`src/rtl/inst_buffer_pkg.sv`:
```
// Shared types and widths for the instruction buffer.
// Defines the queued entry layout {excp_num, excp, pc, inst} and default depth.
// Imported by inst_buffer and available to anything that builds or inspects entries.
package inst_buffer_pkg;

  localparam int EXCP_NUM_W = 4;
  localparam int PC_W       = 32;
  localparam int INST_W     = 32;
  localparam int IB_DEPTH   = 8;

  // One queued fetch packet; 69 bits, exception fields ride with their pc/inst.
  typedef struct packed {
    logic [EXCP_NUM_W-1:0] excp_num;
    logic                  excp;
    logic [PC_W-1:0]       pc;
    logic [INST_W-1:0]     inst;
  } ib_entry_t;

endpackage

```
`src/rtl/inst_buffer.sv`:
```
// Instruction buffer between fetch and decode: in-order circular queue of DEPTH entries.
// Latency: an entry pushed in cycle N reaches the head in cycle N+1 at the earliest (no fall-through).
// Backpressure: ib_ready drops when full or redirecting; a pop never frees a slot in the same cycle.
module inst_buffer
  import inst_buffer_pkg::*;
#(
  parameter int DEPTH = IB_DEPTH,
  parameter int PTR_W = $clog2(DEPTH)
) (
  input  logic                  clk,
  input  logic                  reset,
  input  logic                  flush,
  input  logic                  excp_flush,
  input  logic                  ertn_flush,
  input  logic                  ib_valid,
  output logic                  ib_ready,
  input  logic [PC_W-1:0]       pc_i,
  input  logic [INST_W-1:0]     inst_i,
  input  logic                  excp_i,
  input  logic [EXCP_NUM_W-1:0] excp_num_i,
  output logic                  id_valid,
  input  logic                  id_ready,
  output logic [PC_W-1:0]       pc_o,
  output logic [INST_W-1:0]     inst_o,
  output logic                  excp_o,
  output logic [EXCP_NUM_W-1:0] excp_num_o,
  output logic [PTR_W:0]        count
);

  ib_entry_t        mem_q [DEPTH];
  logic [PTR_W:0]   wr_ptr_q, wr_ptr_d;
  logic [PTR_W:0]   rd_ptr_q, rd_ptr_d;
  logic [PTR_W-1:0] wr_idx, rd_idx;
  logic             empty, full;
  logic             flush_any, kill;
  logic             push, pop;
  ib_entry_t        wr_entry, head;

  // Pointers carry one extra wrap bit so full and empty are distinguishable.
  assign wr_idx = wr_ptr_q[PTR_W-1:0];
  assign rd_idx = rd_ptr_q[PTR_W-1:0];
  assign empty  = (wr_ptr_q == rd_ptr_q);
  assign full   = (wr_idx == rd_idx) && (wr_ptr_q[PTR_W] != rd_ptr_q[PTR_W]);
  assign count  = wr_ptr_q - rd_ptr_q;

  // Reset mid-traffic is treated like any redirect so no handshake completes while it is high.
  assign flush_any = flush | excp_flush | ertn_flush;
  assign kill      = flush_any | reset;

  assign ib_ready = !full && !kill;
  assign id_valid = !empty && !kill;
  assign push     = ib_valid && ib_ready;
  assign pop      = id_valid && id_ready;

  assign wr_entry = '{excp_num: excp_num_i, excp: excp_i, pc: pc_i, inst: inst_i};
  assign head     = mem_q[rd_idx];

  assign pc_o       = head.pc;
  assign inst_o     = head.inst;
  assign excp_o     = head.excp;
  assign excp_num_o = head.excp_num;

  // Next pointer values: a redirect rewinds both pointers, otherwise each advances on its handshake.
  always_comb begin
    wr_ptr_d = wr_ptr_q;
    rd_ptr_d = rd_ptr_q;
    if (flush_any) begin
      wr_ptr_d = '0;
      rd_ptr_d = '0;
    end else begin
      wr_ptr_d = wr_ptr_q + {{PTR_W{1'b0}}, push};
      rd_ptr_d = rd_ptr_q + {{PTR_W{1'b0}}, pop};
    end
  end

  // Pointer registers; only the pointers are cleared, stale entries stay in the array.
  always_ff @(posedge clk) begin
    if (reset) begin
      wr_ptr_q <= '0;
      rd_ptr_q <= '0;
    end else begin
      wr_ptr_q <= wr_ptr_d;
      rd_ptr_q <= rd_ptr_d;
    end
  end

  // Entry storage: written only on an accepted push, never reset.
  always_ff @(posedge clk) begin
    if (push) begin
      mem_q[wr_idx] <= wr_entry;
    end
  end

endmodule
```
`config.mk`:
```
export PLATFORM = sky130hd
export DESIGN_NAME = inst_buffer
export DESIGN_NICKNAME = d
export VERILOG_FILES = /design/src/rtl/inst_buffer_pkg.sv /design/src/rtl/inst_buffer.sv
export SDC_FILE = /design/constraint.sdc
export NUM_CORES = 1
export LEC_CHECK = 0
export ABC_AREA = 1
export CORE_MARGIN = 8
export CORE_UTILIZATION = 60
export DETAILED_ROUTE_END_ITERATION = 10
export PLACE_DENSITY = 0.8
export SLEW_MARGIN = 10
export SYNTH_ARGS = -nofsm -noshare
export SYNTH_HDL_FRONTEND = slang
export SYNTH_SLANG_ARGS = --single-unit
```
`constraint.sdc`:
```
create_clock -name clk -period 6.01 [get_ports clk]
set_input_delay 1.202 -clock clk [delete_from_list [all_inputs] [get_ports clk]]
set_output_delay 1.202 -clock clk [all_outputs]
set_load 0.01 [all_outputs]
```
* After elaboration in Yosys (flattened, before gate mapping)
Memories as Yosys holds them, arrays and structs flattened. A register that Yosys moved wholly into a read port is not among the register bits.
Index checks and enable logic that the tools add are counted.
** Word-level totals
- Register bits :: 8
- Memories :: 1
- Memory bits (writable) :: 552
- Input bits :: 76
- Word-level logic and storage cells :: 24
** Operators by class
- Reductions and logical operators :: 9
- Bitwise operators :: 3
- Eq/ne operators :: 3
- $add $sub $neg :: 3
- Multiplexer cells :: 3
** Memory list
- mem_q :: depth 8, bits a word 69, read ports 1, clocked after memory_dff 1, wr ports 1, line inst_buffer.sv:30 : ib_entry_t mem_q [DEPTH];
** Operators with widths (number)
- 4-bit by 1-bit adder with 4-bit output :: 2
- 1-bit logical AND :: 5
- 4-bit == test :: 1
- 4-bit subtractor :: 1
- 3-bit == test :: 1
- 1-bit zero test :: 3
- 3-bit two-way mux :: 1
- 1-bit OR :: 3
- 1-bit two-way mux :: 2
- 2-bit OR reduction :: 1
- 1-bit != test :: 1

* Depth between registers and ports, before layout
- Word-level depth :: 8
- Gate-level depth with buffers :: 15
- Mapped depth without buffers :: 12

* Least setup slack after synthesis
OpenSTA, ideal clock, no wires.
- Path type :: in2reg
- Start :: in flush
- End :: mem mem_q[0][0] (netlist bit) (enable)
- Stages :: 5
- Data required time :: 5.513 ns
- Arrival :: 4.682 ns
- Slack :: 0.831 ns
- Cell sequence :: inv_1 > nand2_1 > nor2_1 > nand3_1 > nor2_1
** On the way
- Word-level cells in the longest chain between the ends :: 8
** RTL lines
- start: declaration :: line inst_buffer.sv:12 : input logic flush,
- 1-bit OR (2 in a row) :: line inst_buffer.sv:47 : assign flush_any = flush | excp_flush | ertn_flush;
- 1-bit OR :: line inst_buffer.sv:48 : assign kill = flush_any | reset;
- 1-bit zero test :: line inst_buffer.sv:50 : assign ib_ready = !full && !kill;
- 1-bit logical AND :: line inst_buffer.sv:50
- 1-bit logical AND :: line inst_buffer.sv:52 : assign push = ib_valid && ib_ready;
- 1-bit two-way mux :: line inst_buffer.sv:89 : if (push) begin
- 1-bit two-way mux (implied by the code) :: line inst_buffer.sv:90 : mem_q[wr_idx] <= wr_entry;
- end: declaration :: line inst_buffer.sv:30
No other way between the ends.

==> run_results.csv <==
group,metric,value,unit
setup_path,critPathMaxStageDelay,0.93,ns
flow_run,max-cap-violations,0,
sta,skew,0.0130,ns
setup_path,cp_common_cell,"nand2_1",
die,start_util,60.7,%
drt,detail-route-antenna-nets,0,
cts,clk_path_buf_depth,3,
hold_path,min_from,"rd_ptr_q[3]",
placement,port_buffers,150,
cells_and_area,final_cell_mix,"nand2_1, inv_1, edfxtp_1",
die,ios,151,
synth,ys_types,18,
setup_path,crit_path_start,"rd_ptr_q[0]",
hold_path,hold_path_class,"reg -> reg",
synth,ys_ff_latch,560,
synth,avgSynthCellArea,9.97,um2
sta,final_hold_viol_count,0,
sta,final_max_slew_viol_count,0,
cts,clk_latency,0.59,ns
cts,postCtsSetupRepairBufs,0,
synth,ys.flop_type,"edfxtp_1",
cts,cts_num_sinks,560,
drt,vias_per_cell,5.23,
sta,timing.hold.ws,0.610,ns
synth,synth_area,24700,um2
sta,max_freq,200,MHz
setup_path,end_kind,"output pin",
die,die-area,47900,um2
placement,place_congestion,0.795,
drt,via_count,16650,
synth,ys_async_sr_fraction,0,%
cts,h-tree-depth,2,
cells_and_area,layout_commonest_cell,"nand2_1",
global_routing,gr-usage-all-layers,22.7,%
global_routing,met1_usage,27.4,%
global_routing,grt_antenna_before_repair,6,
setup_path,cp_cell_sequence,"buf_4, buf_4, nand2_1, nand3_1, nand2_1, nand2_1, nand2_1, clkdlybuf4s50_1",
placement,dpl.hpwl,29.9,mm
setup_path,cp_data_required_time,4.81,ns
setup_path,cp_slowest_cell,"buf_4",
cts,cts_resized,0,
die,fp.dieW,219,um
cells_and_area,drive_gt1_share,4.31,%
die,rows,74,
sta,rsz0062_at_grt,"false",
cts,cts_made_buffers,55,
power,ir_drop,0.197,mV
power,pwr_density_cell,273,nW/um2
setup_path,critPathBufInv,3,
synth,yosys_warnings,0,
cells_and_area,area_growth,14.3,%
sta,tns,0,ns
power,p_leak,12.6,nW
drt,firstDrtPassIters,6,
global_routing,grt_pass1_wl,85.8,mm
drt,drcViolationCount,0,
global_routing,use_met3,4.52,%
global_routing,met2_usage,39.4,%
synth,synth_edf_count,552,
setup_path,r2r-start,"rd_ptr_q[1]",
cts,clk_pin_slew,0.06,ns
synth,syn_nets,2563,
sta,finalSetupViolations,0,
setup_path,crit_fanout,97,
cts,clock-root-buffer,"clkbuf_16",
global_routing,grt_max_degree,161,
setup_path,worstSetupStartpointType,"register",
setup_path,worstSetupPathType,"reg -> out",
run_status,status,"completed",
synth,synth_area_leader_cell,"edfxtp_1",
cells_and_area,nets,2684,
sta,post-route-min-period,4.99,ns
drt,drtIter0Drc,1501,
synth,yosys.area.top_type_share,67.1,%
drt,wl_per_cell,17.3,um
setup_path,cp_top_family,"buffers and inverters",
synth,synthCells,2479,
sta,fin_crit_sh,83.0,%
synth,synthTopCellsByArea,"edfxtp_1, nand2_1, inv_1, nand3_1, buf_6",
sta,tightest_slew,1.22,ns
synth,ys_seq_area_share,67.7,%
global_routing,grt-ovfl-total,0,
setup_path,cp.arrival,3.79,ns
die,core,40700,um2
drt,routed_wirelength,55.1,mm
die,die_h,219,um
sta,relSlewSlack,18.9,%
cts,ctsHoldBuffers,0,
global_routing,busiest_layer,"met2",
global_routing,grt_pass1_vias,16923,
cts,cts_tree,"yes",
## flip-flops by register name (all words and copies together), names as in the netlist
signal    count
wr_ptr_q      4
rd_ptr_q      4
mem_q       552
## Yosys cell counts (2+ instances only)
cell type  number
buf_6          25
clkbuf_1       11
buf_1           7
buf_4          13
inv_2           2
a21oi_1         2
xnor2_1         4
dfxtp_1         8
ha_1            7
nor2_1         21
nand2_1       911
nand3_1       288
edfxtp_1      552
buf_2          52
inv_1         573
## routing by layer
| layer | share of wire (%) | up-vias |
|---|---|---|
| li1 | - | 7934 |
| met1 | 38 | 7903 |
| met2 | 50 | 682 |
| met3 | 7.9 | 127 |
| met4 | 3.3 | 4 |
| met5 | 0.042 | - |
## worst reg2reg max path, delay by kind of cell, from the launching register on
kind | cells | cell delay [ns]
simple gates | 5 | 1.63
buf+inv | 2 | 0.97
flops | 1 | 0.91
fa+ha+maj | 1 | 0.48
## logic make-up after synthesis
group                    synth area share, %
AND/OR/NAND/NOR                         20.0
adder cells (fa/ha/maj)                0.435
AO/OA/AOI/OAI                         0.0405
XOR/XNOR                               0.177
buffers and inverters                   11.6
flip-flops                              67.7
## power breakdown
part | switching, mW | internal, mW | total (mW)
Clock | 1.40 | 1.90 | 3.30
Combinational | 0.0716 | 0.0566 | 0.128
Sequential | 0.00125 | 4.29 | 4.29
Total | 1.47 | 6.25 | 7.72
## final timing paths
path | slack, ns | end | cells past startpoint
hold / removal | 0.61 | rd_ptr_q[3] | 3
setup / recovery | 1.02 | inst_o[6] | 8
hold reg to reg | 0.61 | rd_ptr_q[3] | 3
setup reg to reg | 1.66 | mem_q[5][50] | 8
## metrics by stage
| stage | cell area [um2] | util (%) | total power, mW | setup WS, ns | cells |
|---|---|---|---|---|---|
| finish | 28200 | 69.3 | 7.72 | 1.02 | 3182 |
| floorplan | 24700 | - | 4.40 | 0.831 | 2479 |
| global placement | 26500 | 65.0 | 4.50 | 1.82 | 3075 |
| detailed placement | 26500 | 65.0 | 4.50 | 1.70 | 3075 |
| global route | 28200 | 69.3 | 7.91 | 0.784 | 3180 |
| CTS | 28200 | 69.3 | 7.76 | 1.04 | 3178 |
## cell type report
cell class,instances,area [um2]
Antenna cell,4,10.0
Clock buffer,68,1470
Clock inverter,35,269
Fill cell,2819,12500
Inverter,576,2170
Multi-Input combinational cell,1235,5160
Sequential cell,560,16700
Tap cell,532,666
Timing Repair Buffer,172,1740
(Power assumes the default switching activity.)
